`config.mk`:
```
export PLATFORM = sky130hd
export DESIGN_NAME = uart_tx_arbiter
export DESIGN_NICKNAME = d
export VERILOG_FILES = /design/src/rtl/uart_tx_arbiter.sv
export SDC_FILE = /design/constraint.sdc
export NUM_CORES = 1
export LEC_CHECK = 0
export CORE_AREA = 2 2 59 61
export DETAILED_ROUTE_END_ITERATION = 12
export DIE_AREA = 0 0 61 63
export GPL_TIMING_DRIVEN = 0
export PLACE_DENSITY_LB_ADDON = 0.3
export SLEW_MARGIN = 20
export SYNTH_ARGS = -nofsm -noshare
export SYNTH_HDL_FRONTEND = slang
export SYNTH_SLANG_ARGS = --single-unit
```
`constraint.sdc`:
```
create_clock -name clk -period 2.1 [get_ports clk]
set_clock_uncertainty 0.05 [all_clocks]
set_input_delay 0.21 -clock clk [delete_from_list [all_inputs] [get_ports clk]]
set_output_delay 0.21 -clock clk [all_outputs]
set_load 0.005 [all_outputs]
```
`src/rtl/uart_tx_arbiter.sv`:
```
// uart_tx_arbiter: round-robin arbiter sharing one uart_tx between N_REQ byte sources.
// Optional frame watchdog is compiled in when UART_ARB_TIMEOUT_EN is defined.
module uart_tx_arbiter #(
    parameter int N_REQ      = 4,
    parameter int START_HOLD = 2,
    parameter int TIMEOUT    = 4096
) (
    input  logic                     clk,
    input  logic                     rst,
    input  logic [N_REQ-1:0]         req,
    input  logic [8*N_REQ-1:0]       req_data,
    output logic [N_REQ-1:0]         ack,
    output logic [7:0]               txpd,
    output logic                     tstart,
    input  logic                     tx_busy,
    output logic                     busy,
    output logic [$clog2(N_REQ)-1:0] grant_id,
    output logic                     err
);
    localparam int IDW = $clog2(N_REQ);
    localparam int IW1 = IDW + 1;
    localparam int HW  = (START_HOLD > 1) ? $clog2(START_HOLD) : 1;

    localparam logic [1:0] S_IDLE      = 2'd0;
    localparam logic [1:0] S_START     = 2'd1;
    localparam logic [1:0] S_WAIT_BUSY = 2'd2;
    localparam logic [1:0] S_WAIT_DONE = 2'd3;

    if (N_REQ < 2 || N_REQ > 8 || START_HOLD < 1 || TIMEOUT < 1 || TIMEOUT > 65536) begin : g_param_check
        $error("uart_tx_arbiter: parameter out of range");
    end

    logic [1:0]     state;
    logic [IDW-1:0] ptr;
    logic [IDW-1:0] win;
    logic [IDW-1:0] ptr_next;
    logic [IW1-1:0] idx;
    logic [HW-1:0]  hold;

    // Scan offsets from the far end down, so the requester closest to ptr wins.
    always_comb begin
        win = '0;
        idx = '0;
        for (int k = N_REQ - 1; k >= 0; k--) begin
            idx = {1'b0, ptr} + IW1'(k);
            if (idx >= IW1'(N_REQ)) idx = idx - IW1'(N_REQ);
            if (req[idx[IDW-1:0]]) win = idx[IDW-1:0];
        end
    end

    assign ptr_next = (grant_id == IDW'(N_REQ - 1)) ? '0 : grant_id + IDW'(1);

`ifdef UART_ARB_TIMEOUT_EN
    logic [15:0] wd;
`else
    assign err = 1'b0;
`endif

    always_ff @(posedge clk) begin
        if (rst) begin
            state    <= S_IDLE;
            ack      <= '0;
            txpd     <= '0;
            tstart   <= 1'b0;
            busy     <= 1'b0;
            grant_id <= '0;
            ptr      <= '0;
            hold     <= '0;
`ifdef UART_ARB_TIMEOUT_EN
            wd       <= '0;
            err      <= 1'b0;
`endif
        end else begin
            ack <= '0;
            case (state)
                S_IDLE: begin
                    if (|req) begin
                        txpd     <= req_data[{win, 3'b000} +: 8];
                        grant_id <= win;
                        ack      <= N_REQ'(1) << win;
                        tstart   <= 1'b1;
                        busy     <= 1'b1;
                        hold     <= '0;
                        state    <= S_START;
                    end
                end
                S_START: begin
                    if (hold == HW'(START_HOLD - 1)) begin
                        tstart <= 1'b0;
                        state  <= tx_busy ? S_WAIT_DONE : S_WAIT_BUSY;
                    end else begin
                        hold <= hold + HW'(1);
                    end
                end
                S_WAIT_BUSY: begin
                    if (tx_busy) state <= S_WAIT_DONE;
                end
                S_WAIT_DONE: begin
                    if (!tx_busy) begin
                        state <= S_IDLE;
                        busy  <= 1'b0;
                        ptr   <= ptr_next;
                    end
                end
                default: state <= S_IDLE;
            endcase
`ifdef UART_ARB_TIMEOUT_EN
            // Watchdog restarts while strobing, so it measures only the wait for the frame.
            if (state == S_START) begin
                wd <= '0;
            end else if (state == S_WAIT_BUSY || state == S_WAIT_DONE) begin
                wd <= wd + 16'd1;
                if (wd == 16'(TIMEOUT - 1)) begin
                    err   <= 1'b1;
                    state <= S_IDLE;
                    busy  <= 1'b0;
                    ptr   <= ptr_next;
                end
            end
`endif
        end
    end
endmodule

```
==> Word level (Yosys, flattened, before mapping) <==
Index checks and enable logic that the tools add are counted.
{ "word_totals": {"regBits": 21, "out_inout_bits": 17} }
{ "op_classes": {"mux": 31, "n_shift": 2, "eq_ne": 8, "reduce_logical": 11, "n_addsub": 9, "magnitude_cmp": 8, "bitwise": 3} }
{ "ops": {"columns": ["operator", "count"], "rows": [
  ["$shiftx 32x6->8", 1],
  ["$mux 2", 13],
  ["$lt 2x3->1 const B", 4],
  ["$mux 1", 10],
  ["$ge 3x3->1 const B", 3],
  ["$bmux 1 s2", 4],
  ["$ne 2x2->1 const B", 4],
  ["$pmux 2 s4", 1],
  ["$sub 2x1->2 const B", 4],
  ["$add 2x2->3 const B", 2],
  ["$eq 2x2->1 const B", 3],
  ["$pmux 1 s2", 3],
  ["$reduce_and 2->1", 3],
  ["$reduce_and 3->1", 2],
  ["$reduce_and 4->1", 1],
  ["$reduce_bool 2->1", 2],
  ["$reduce_or 4->1", 1],
  ["$shl 1x2->4 const A", 1],
  ["$add 2x1->3 const B", 1],
  ["$ge 2x3->1 const B", 1],
  ["$not 1->1", 3],
  ["$reduce_or 3->1", 1],
  ["$add 2x1->2 const B", 1],
  ["$eq 2x1->1 const B", 1],
  ["2 further kinds", 2]
]} }

==> Logic depth before layout (Yosys ltp) <==
Gate-level depths: netlist (run 1).
{ "logic_depth": {"ltp_word": 10, "ltp_mapped": 8, "depth_no_buf": 6} }

==> Least setup slack after synthesis (run 1) <==
OpenSTA, ideal clock, no wires.
{ "synth_timing": {"kind": "reg-to-reg", "startpoint": "register ptr[1]", "endpoint": "register txpd[5]", "setup_time_ns": 0.117, "path_buffers": 2, "slack_ns": 0.263, "t_arrival_ns": 1.670, "stages_incl_launch_ff": 8, "path_cell_list": "dfxtp_1 -> buf_6 -> mux2i_2 -> nor2_4 -> buf_6 -> o31a_1 -> a211o_1 -> a32o_1"} }
{ "synth_between": {"elab_chain_len": 10} }
{ "synth_lines": {"columns": ["element", "line", "text"], "rows": [
  ["start: declaration", "34", "logic [IDW-1:0] ptr;"],
  ["start signal: assignment", "102", "ptr <= ptr_next;"],
  ["$add 2x2->3", "45", "idx = {1'b0, ptr} + IW1'(k);"],
  ["$ge 3x3->1 / $sub 2x1->2 (equally long branches)", "46", "if (idx >= IW1'(N_REQ)) idx = idx - IW1'(N_REQ);"],
  ["$mux 2", "46", null],
  ["$bmux 1 s2", "47", "if (req[idx[IDW-1:0]]) win = idx[IDW-1:0];"],
  ["$mux 1 (not written as such)", "47", null],
  ["$mux 2 (3 in a row)", "47", null],
  ["$mux 2 *", "47", null],
  ["$shiftx 32x6->8 *", "78", "txpd <= req_data[{win, 3'b000} +: 8];"],
  ["end signal: assignment", "78", null],
  ["end: declaration", "13", "output logic [7:0] txpd,"]
]} }
Mark *: on every way between the ends. The rest lies on a longest branch, timed or not. The select of a mux whose other input is x is not followed.
A chain may end at the register's enable or synchronous reset.

==> Final worst setup path (run 1) <==
Ends and elaborated chain as after synthesis.

==> flow_summary.json, run 1 <==
{
  "outcome": "completed",
  "critPathLaunchType": "register",
  "timing.reg2reg.worst_path_depth": 7,
  "synthesis.nets": 192,
  "buffer_ports.inserted": 53,
  "hold_path_end": "tstart",
  "timing.slew.headroom_pct": 61.46,
  "clk_slew_on_worst_s_h_paths_ps": 110,
  "syn-instance-count": 147,
  "timing.rr.start": "ptr[1]",
  "design.die.area_um2": 3843,
  "fin_crit_sh_pct": 94.69,
  "clock_insertion_delay_worst_skew_ps": 300,
  "synth-seq-cells": 21,
  "cts_resized": 1,
  "cts.sink_count": 21,
  "crit_path_max_fo": 10,
  "totalWireLength_um": 3711,
  "number_of_buffers_added_to_fix_hold_violations_after_cts": 0,
  "synth_cell_type_count": 37,
  "timing_worst_slew_pin_value_ps": 574.3,
  "worst-endpoint-arrival_ps": 2140,
  "required_ps": 2260,
  "top_level_ports": 56,
  "timing_worst_setup_path_type": "reg2reg",
  "finalNetCount": 250,
  "timing.hold.ws_ps": 239.9,
  "drt_iter0_markers": 84,
  "antenna_violating_nets_post_route": 0,
  "power.static_leakage_nw": 0.7417,
  "hold_viol_final": 0,
  "chipWidth_um": 61,
  "ys_async_sr_fraction_pct": 0,
  "netlist.area_leader.share_pct": 32.46,
  "drc": 0,
  "ir_drop_uv": 509.8,
  "min-delay-start": "rst",
  "whs_path_depth": 2,
  "final_layout_size_suffix_gt1_share_pct": 11.27,
  "post_synth_main_area_contributors": "sky130_fd_sc_hd__dfxtp_1 (32%), sky130_fd_sc_hd__a32o_1 (6.2%), sky130_fd_sc_hd__ha_1 (5.8%)",
  "cts_buffer_depth": 2,
  "initial_utilization_pct": 40.07,
  "grt_first_pass_wirelength_um": 5858,
  "core_area_um2": 3232,
  "timing.max_cap.violations": 0,
  "yosys.area.top_type": "sky130_fd_sc_hd__dfxtp_1",
  "synth.yosys.seq_area_share_pct": 32.46,
  "finalSetupViolations": 0,
  "first_global_vias": 1316,
  "initial_antenna_violation_count": 0,
  "drt_first_pass_iters": 4,
  "final_max_slew_viol_count": 0,
  "postSynthAreaPerCell_um2": 8.809,
  "routed-via-count": 1391,
  "reg2reg_slack_ps": 110,
  "detailedPlacementHpwl_um": 2876,
  "max_freq_mhz": 502.9,
  "drt-vias-per-instance": 5.564,
  "p_per_area_nw_per_um2": 787.6,
  "cts_inserted_buffers": 3,
  "clock_tree_from_tritoncts": "done",
  "preCtsSetupSlack_ps": -345.7,
  "grt_max_degree": 13,
  "cts_root_cell": "sky130_fd_sc_hd__clkbuf_4",
  "syn-cell-area_um2": 1295,
  "crit-reg2reg-capture": "txpd[5]",
  "holdCritPathClass": "in2reg",
  "chipHeight_um": 63,
  "post_synth_edffs": 0,
  "finalWorstSetupSlack_ps": 111.6,
  "place_congestion": 0.8800,
  "rsz_0062_raised_after_global_routing": "false",
  "layout-area-overhead-vs-synth_pct": 49.28,
  "grt_util_all_layers_pct": 19.36,
  "post-route-min-period_ps": 1988,
  "synth_flop_cell": "sky130_fd_sc_hd__dfxtp_1",
  "fin_setup_tns_ps": 0,
  "placement_rows": 21,
  "ctsHtreeMaxLevel": 1,
  "route.detailed.wl_per_inst_um": 14.84,
  "yosys_warnings": 0,
  "antennaDiodeCount": 0,
  "cts.repair_timing.setup_buffer_count": 0,
  "critPathCaptureType": "register",
  "gr-total-overflow": 0
}
kinds of logic (layout without fill, tap and decap cells):
group                    after synthesis  after routing  synth area share (%)
AO/OA/AOI/OAI                         58             58                 33.24
AND/OR/NAND/NOR                       40             40                 17.00
flip-flops                            21             21                 32.46
buffers and inverters                 17             74                 7.825
adder cells (fa/ha/maj)                6              6                 5.797
multiplexers                           4              4                 3.381
other                                  1              1                0.2896
flip-flops by register name (all words and copies together), names as in the netlist:
signal and cells:
state 2, txpd 8, busy 1, ptr 2, grant_id 2, hold 1
ack 4, tstart 1
Yosys cell counts (4+ instances only):
master	instances
sky130_fd_sc_hd__nand2b_1	4
sky130_fd_sc_hd__nor4_1	9
sky130_fd_sc_hd__a31oi_1	8
sky130_fd_sc_hd__ha_1	6
sky130_fd_sc_hd__inv_1	4
sky130_fd_sc_hd__clkbuf_1	4
sky130_fd_sc_hd__nand2_1	4
sky130_fd_sc_hd__buf_6	4
sky130_fd_sc_hd__dfxtp_1	21
sky130_fd_sc_hd__o31a_1	8
sky130_fd_sc_hd__o21ai_0	11
sky130_fd_sc_hd__a211o_1	8
sky130_fd_sc_hd__a32o_1	8
sky130_fd_sc_hd__nor3_1	5
sky130_fd_sc_hd__a21oi_1	6
sky130_fd_sc_hd__and3_1	4
sky130_fd_sc_hd__nor2_1	8
cell usage in the layout (no fill, tap or decap), types with 2 or more instances in the layout:
master	n
sky130_fd_sc_hd__clkbuf_1	3
sky130_fd_sc_hd__buf_2	3
sky130_fd_sc_hd__dfxtp_1	21
sky130_fd_sc_hd__nor4_1	8
sky130_fd_sc_hd__mux2i_1	3
sky130_fd_sc_hd__o21a_1	2
sky130_fd_sc_hd__a31oi_1	8
sky130_fd_sc_hd__nand2b_1	4
sky130_fd_sc_hd__o21ai_0	11
sky130_fd_sc_hd__o31a_1	8
sky130_fd_sc_hd__a21oi_1	6
sky130_fd_sc_hd__buf_6	4
sky130_fd_sc_hd__and3_1	4
sky130_fd_sc_hd__clkbuf_4	3
sky130_fd_sc_hd__nand2_1	4
sky130_fd_sc_hd__nor3_1	4
sky130_fd_sc_hd__a32o_1	8
sky130_fd_sc_hd__inv_1	4
sky130_fd_sc_hd__clkdlybuf4s50_1	52
sky130_fd_sc_hd__a211o_1	8
sky130_fd_sc_hd__ha_1	6
sky130_fd_sc_hd__nor2_1	8
worst max path at each step:
stage	endpoint	slack, ps	startpoint	cells after the start
6_report	txpd[5]	110	ptr[1]	7
5_1_grt	txpd[5]	10	ptr[1]	7
4_1_cts	txpd[1]	60	req[0]	6
3_5_place_dp	txpd[6]	-350	req[0]	7
3_3_place_gp	txpd[4]	-270	req[0]	7
2_1_floorplan	txpd[5]	260	ptr[1]	7
critical path, stage by stage (launching register included):
cell	delay [ps]
sky130_fd_sc_hd__dfxtp_1	340
sky130_fd_sc_hd__buf_6	140
sky130_fd_sc_hd__mux2i_2	300
sky130_fd_sc_hd__nor2_4	110
sky130_fd_sc_hd__buf_6	150
sky130_fd_sc_hd__o31a_1	290
sky130_fd_sc_hd__a211o_1	270
sky130_fd_sc_hd__a32o_1	250
per-layer routing:
layer	routed length [um]	share of wire [%]	track usage, %
met1	1578	43	25.70
met2	1849	50	32.39
met3	256	6.9	2.484
met4	26	0.70	4.891
met5	0	0	0
metrics by stage:
stage / util (%) / cell area (um2) / power (mW) / instances
global placement: 58.27 / 1883 / 1.299 / 246
finish: 59.81 / 1933 / 1.523 / 250
floorplan: - / 1295 / 1.004 / 147
CTS: 59.35 / 1918 / 1.535 / 250
global route: 59.81 / 1933 / 1.639 / 250
detailed placement: 58.27 / 1883 / 1.337 / 246
cell type report:
| class | instances | area [um2] |
|---|---|---|
| fill | 316 | 1299 |
| multi-input combinational | 109 | 792.0 |
| timing repair buffer | 53 | 533.0 |
| sequential | 21 | 420.4 |
| buffer | 12 | 83.83 |
| tap | 46 | 57.56 |
| clock buffer | 3 | 22.52 |
| inverter | 5 | 18.77 |
| clock inverter | 1 | 5.005 |
power by group:
group          leakage (nW)  switching, mW  total [mW]  internal (mW)
registers             0.173         0.0759       0.581          0.505
logic                 0.551          0.337       0.752          0.415
clock network        0.0177          0.119       0.190         0.0709
total                 0.742          0.532        1.52          0.991
No activity file was read; power rests on OpenSTA's default activity.
==> run 2, diff against run 1 <==
--- a/config.mk
+++ b/config.mk
@@ -9,7 +9,7 @@
 export DETAILED_ROUTE_END_ITERATION = 12
 export DIE_AREA = 0 0 61 63
 export GPL_TIMING_DRIVEN = 0
-export PLACE_DENSITY_LB_ADDON = 0.3
+export PLACE_DENSITY = 0.77
 export SLEW_MARGIN = 20
 export SYNTH_ARGS = -nofsm -noshare
 export SYNTH_HDL_FRONTEND = slang
==> run 2 against run 1 <==
Hold slack improved by 8.9 ps. Critical path type is now in2reg. Clock power about the same. Sequential share of layout area unchanged. Sequential power about the same. Largest power group unchanged.
==> flow_summary.json, run 2 (synthesis results as in run 1) <==
{
  "outcome": "completed",
  "timing_worst_slew_pin_value_ps": 566.1,
  "finalNetCount": 250,
  "antenna_violating_nets_post_route": 0,
  "totalWireLength_um": 3823,
  "worst_path_largest_cell_delay_ps": 490,
  "first_global_vias": 1396,
  "rsz_0062_raised_after_global_routing": "false",
  "timing.reg2reg.worst_path_depth": 7,
  "gr-total-overflow": 0,
  "ir_drop_uv": 599.8,
  "whs_path_depth": 2,
  "crit_chain": "clkdlybuf4s50_1 -> nor2b_2 -> o21a_1 -> buf_6 -> buf_6 -> o31a_1 -> a211o_1 -> a32o_1",
  "initial_antenna_violation_count": 0,
  "critPathLaunchType": "primary input",
  "grt_first_pass_wirelength_um": 6030,
  "multiInputGateArea_um2": 792.0,
  "largest_register_ff_count": 8,
  "holdCritPathClass": "in2reg",
  "drc": 0,
  "clk_slew_on_worst_s_h_paths_ps": 120,
  "layout-area-overhead-vs-synth_pct": 49.28,
  "hold_path_end": "tstart",
  "routed-via-count": 1377,
  "grt_util_all_layers_pct": 20.08,
  "max_freq_mhz": 504.9,
  "route.detailed.wl_per_inst_um": 15.29,
  "drt_first_pass_iters": 4,
  "cts_root_cell": "sky130_fd_sc_hd__clkbuf_4",
  "postLayoutCellArea_um2": 1933,
  "power.static_leakage_nw": 0.7417,
  "cts.sink_count": 21,
  "antennaDiodeCount": 0,
  "worst-endpoint-arrival_ps": 2140,
  "critPathCaptureType": "register",
  "grt_max_degree": 13,
  "final_layout_size_suffix_gt1_share_pct": 11.27,
  "required_ps": 2260,
  "ctsHtreeMaxLevel": 1,
  "drt-vias-per-instance": 5.508,
  "timing_worst_setup_path_type": "in2reg",
  "p_per_area_nw_per_um2": 794.3,
  "timing.hold.ws_ps": 248.8,
  "core_area_um2": 3232,
  "final_max_slew_viol_count": 0,
  "fin_setup_tns_ps": 0,
  "crit_path_max_fo": 10,
  "place_congestion": 0.8440,
  "cts_buffer_depth": 2,
  "cts.repair_timing.setup_buffer_count": 0,
  "timing.rr.start": "ptr[1]",
  "cts_inserted_buffers": 3,
  "crit-reg2reg-capture": "txpd[5]",
  "placement_rows": 21,
  "finalSetupViolations": 0,
  "critical-path-top-cell-by-count": "sky130_fd_sc_hd__buf_6",
  "seq_area_um2": 420.4,
  "finalWorstSetupSlack_ps": 119.2,
  "max_flop_register": "txpd",
  "commonest_cells_after_routing_fill_and_taps_aside": "sky130_fd_sc_hd__clkdlybuf4s50_1 (52), sky130_fd_sc_hd__dfxtp_1 (21), sky130_fd_sc_hd__o21ai_0 (11)",
  "reg2reg_slack_ps": 120,
  "layout.cells.most_common": "sky130_fd_sc_hd__clkdlybuf4s50_1",
  "detailedPlacementHpwl_um": 3002,
  "top_level_ports": 56,
  "chipHeight_um": 63,
  "timing.slew.headroom_pct": 62.01,
  "chipWidth_um": 61,
  "min-delay-start": "rst",
  "drt_iter0_markers": 60,
  "slowest_stage": "sky130_fd_sc_hd__clkdlybuf4s50_1",
  "place_area_um2": 1883,
  "hold_viol_final": 0,
  "clock_insertion_delay_worst_skew_ps": 300,
  "preCtsSetupSlack_ps": -419.1,
  "clock_tree_from_tritoncts": "done",
  "initial_utilization_pct": 40.07,
  "n_fill_cell": 308,
  "largest_registers_in_the_final_layout": "txpd x8, ack x4",
  "buffer_ports.inserted": 53,
  "design.die.area_um2": 3843,
  "timing.max_cap.violations": 0,
  "fin_crit_sh_pct": 94.32,
  "post-route-min-period_ps": 1981
}
==> run 2: cell counts in the layout (fill, tap and decap cells not counted) <==
Identical to the previous run, type by type.
==> run 2: final cells by class <==
class	count	area share (%)
repair buffers	53	27.57
plain buffers	12	4.337
well taps	46	2.977
flip-flops and latches	21	21.75
clock buffers	3	1.165
multi-input cells	109	40.97
clock inverters	1	0.2589
inverters	5	0.9709
==> run 2: timing repair <==
item,in CTS,in global routing
hold buffers,0,0
pin swaps,0,0
setup endpoints to repair,7,12
resized for setup,1,4
==> run 2: through the flow <==
step / utilization [%] / power [mW] / instances
detailed placement: 58.27 / 1.352 / 246
global placement: 58.27 / 1.306 / 246
finish: 59.81 / 1.535 / 250
CTS: 59.16 / 1.550 / 250
floorplan: - / 1.004 / 147
global route: 59.81 / 1.647 / 250
==> run 2: worst max path at each step <==
stage / start / end / slack, ps / cells after the start
global route: ptr[1] / txpd[6] / 10 / 7
finish: req[2] / txpd[5] / 120 / 8
floorplan: ptr[1] / txpd[5] / 260 / 7
CTS: req[0] / txpd[1] / 30 / 6
global placement: req[0] / txpd[3] / -300 / 7
detailed placement: req[0] / txpd[2] / -420 / 7
==> run 2: routing by layer <==
| layer | wire length (um) | vias up | track usage [%] |
|---|---|---|---|
| met3 | 292 | 4 | 4.141 |
| li1 | - | 681 | - |
| met1 | 1594 | 630 | 23.76 |
| met2 | 1915 | 62 | 34.95 |
| met4 | 20 | 0 | 6.522 |
| met5 | 0 | - | 0 |
==> run 2: worst max-delay path: cells and delay by family <==
family                 cells  cell delay, ps
AND/OR/NAND/NOR            1             200
buffers and inverters      3             750
AO/OA/AOI/OAI              4             970
==> run 2: report_power, final <==
part	internal (mW)	total [mW]	switching [mW]	leakage [nW]
Sequential	0.505	0.582	0.0771	0.173
Clock	0.0709	0.192	0.121	0.0177
Combinational	0.416	0.762	0.346	0.551
Total	0.991	1.54	0.544	0.742
==> run 3, diff against run 2 <==
--- a/config.mk
+++ b/config.mk
@@ -10,6 +10,7 @@
 export DIE_AREA = 0 0 61 63
 export GPL_TIMING_DRIVEN = 0
 export PLACE_DENSITY = 0.77
+export SETUP_SLACK_MARGIN = 0.4
 export SLEW_MARGIN = 20
 export SYNTH_ARGS = -nofsm -noshare
 export SYNTH_HDL_FRONTEND = slang
==> run 3 against run 2 <==
Die area unchanged. Register-to-register slack improved by 110 ps. Highest routed layer unchanged. Non-clock buffer count grew 7. Sequential share of layout area shrank 1.3 points.
==> flow_summary.json, run 3 (synthesis results as in run 1) <==
{
  "detailedPlacementHpwl_um": 2878,
  "final_layout_size_suffix_gt1_share_pct": 16.59,
  "grt_util_all_layers_pct": 20.16,
  "number_of_buffers_added_to_fix_hold_violations_after_cts": 0,
  "critical-path-top-cell-by-count": "sky130_fd_sc_hd__buf_6",
  "antennaDiodeCount": 0,
  "crit_chain": "buf_6 -> mux2i_4 -> nor2_4 -> buf_6 -> o31a_1 -> a211o_1 -> a32o_1",
  "gr-total-overflow": 0,
  "crit_path_max_fo": 9,
  "fin_crit_sh_pct": 89.26,
  "ctsHtreeMaxLevel": 1,
  "top_level_ports": 56,
  "antenna_violating_nets_post_route": 0,
  "clock_tree_from_tritoncts": "done",
  "slowest_stage": "sky130_fd_sc_hd__dfxtp_2",
  "timing.reg2reg.worst_path_depth": 7,
  "largest_register_ff_count": 8,
  "route.detailed.wl_per_inst_um": 15.89,
  "cts_inserted_buffers": 3,
  "worst_path_largest_cell_delay_ps": 340,
  "whs_path_depth": 2,
  "grt_max_degree": 13,
  "final_max_slew_viol_count": 0,
  "clk_slew_on_worst_s_h_paths_ps": 120,
  "placement_rows": 21,
  "rsz_0062_raised_after_global_routing": "true",
  "design.die.area_um2": 3843,
  "first_global_vias": 1376,
  "timing_worst_setup_path_type": "reg2reg",
  "drt_first_pass_iters": 4,
  "max_freq_mhz": 533.5,
  "n_fill_cell": 290,
  "clock_insertion_delay_worst_skew_ps": 320,
  "commonest_cells_after_routing_fill_and_taps_aside": "sky130_fd_sc_hd__clkdlybuf4s50_1 (50), sky130_fd_sc_hd__dfxtp_1 (20), sky130_fd_sc_hd__o21ai_0 (10)",
  "drt_iter0_markers": 131,
  "cts.sink_count": 21,
  "routed-via-count": 1437,
  "drc": 0,
  "timing.max_cap.violations": 0,
  "max_flop_register": "txpd",
  "holdCritPathClass": "in2reg",
  "core_area_um2": 3232,
  "cts_buffer_depth": 2,
  "chipWidth_um": 61,
  "timing.slew.headroom_pct": 61.29,
  "timing.hold.ws_ps": 234.3,
  "outcome": "completed",
  "finalSetupViolations": 0,
  "timing_worst_slew_pin_value_ps": 576.7,
  "required_ps": 2270,
  "hold_viol_final": 0,
  "cts_root_cell": "sky130_fd_sc_hd__clkbuf_4",
  "buffer_ports.inserted": 53,
  "totalWireLength_um": 4085,
  "initial_antenna_violation_count": 0,
  "grt_first_pass_wirelength_um": 6078,
  "finalNetCount": 257,
  "layout.cells.most_common": "sky130_fd_sc_hd__clkdlybuf4s50_1",
  "worst-endpoint-arrival_ps": 2050,
  "initial_utilization_pct": 40.07,
  "post-route-min-period_ps": 1875,
  "place_congestion": 0.8256,
  "power.static_leakage_nw": 0.7964,
  "reg2reg_slack_ps": 230,
  "drt-vias-per-instance": 5.591,
  "largest_registers_in_the_final_layout": "txpd x8, ack x4",
  "fin_total_pwr_mw": 1.597,
  "seq_area_um2": 421.7,
  "p_per_area_nw_per_um2": 774.6,
  "chipHeight_um": 63,
  "multiInputGateArea_um2": 833.3,
  "layout-area-overhead-vs-synth_pct": 59.23,
  "ir_drop_uv": 538.7,
  "critPathCaptureType": "register",
  "critPathLaunchType": "register"
}
-- run 3: cell count changes in the layout (fill, tap and decap cells not counted), sizes merged --
cell,previous run,this run
clkdlybuf4s50,52,50
dlygate4sd2,0,3
buf,8,14
dlymetal6s2s,1,0
clkbuf,7,8
-- run 3: final timing paths --
check	start	to
worst min-delay path	rst	state[1]
worst max-delay path	ptr[1]	txpd[6]
worst min register to register	txpd[2]	txpd[2]
worst max register to register	ptr[1]	txpd[6]
-- run 3: where the power goes --
group          internal [mW]  leakage, nW  total (mW)  switching [mW]
registers              0.505        0.173       0.581          0.0760
clock network         0.0714       0.0177       0.205           0.134
logic                  0.442        0.605       0.811           0.369
total                   1.02        0.796        1.60           0.579
-- run 3: cell type report --
class / count / share of cell area, %
multi-input cells: 109 / 40.41
repair buffers: 60 / 29.00
flip-flops and latches: 21 / 20.45
plain buffers: 12 / 5.097
well taps: 46 / 2.791
clock buffers: 3 / 1.092
inverters: 5 / 0.9102
clock inverters: 1 / 0.2427
-- run 3: per-stage QoR --
stage          setup TNS, ps  setup slack [ps]  cells  util, %  instance area [um2]
3_5_place_dp           -4557            -364.2    246    58.61                 1894
5_1_grt                    0             176.6    257    63.80                 2062
3_3_place_gp           -3709            -314.6    246    58.61                 1894
6_report                   0             225.5    257    63.80                 2062
4_1_cts                    0             231.6    255    62.21                 2011
2_1_floorplan              0             337.6    147        -                 1306
-- run 3: what timing repair did --
item / CTS / global route
endpoints found under the hold margin: 0 / 0
gates cloned: 0 / 2
pin swaps: 10 / 2
resized for setup: 15 / 5
buffers inserted: 5 / 0
endpoints found under the setup margin: 19 / 11
-- run 3: per-layer routing --
layer / track usage, % / part of all wire [%] / vias to the layer above
met3: 3.313 / 5.4 / 2
met4: 5.707 / 0.69 / 0
li1: - / - / 699
met1: 24.02 / 42 / 683
met2: 35.89 / 51 / 53
met5: 0 / 0 / -
-- run 3: worst max-delay path: cells and delay by family, from the launching register on --
family	cells	cell delay, ps
AOI/OAI and AO/OA	3	770
and+or+nand+nor	1	110
buffers and inverters	2	250
DFF	1	340
muxes	1	250
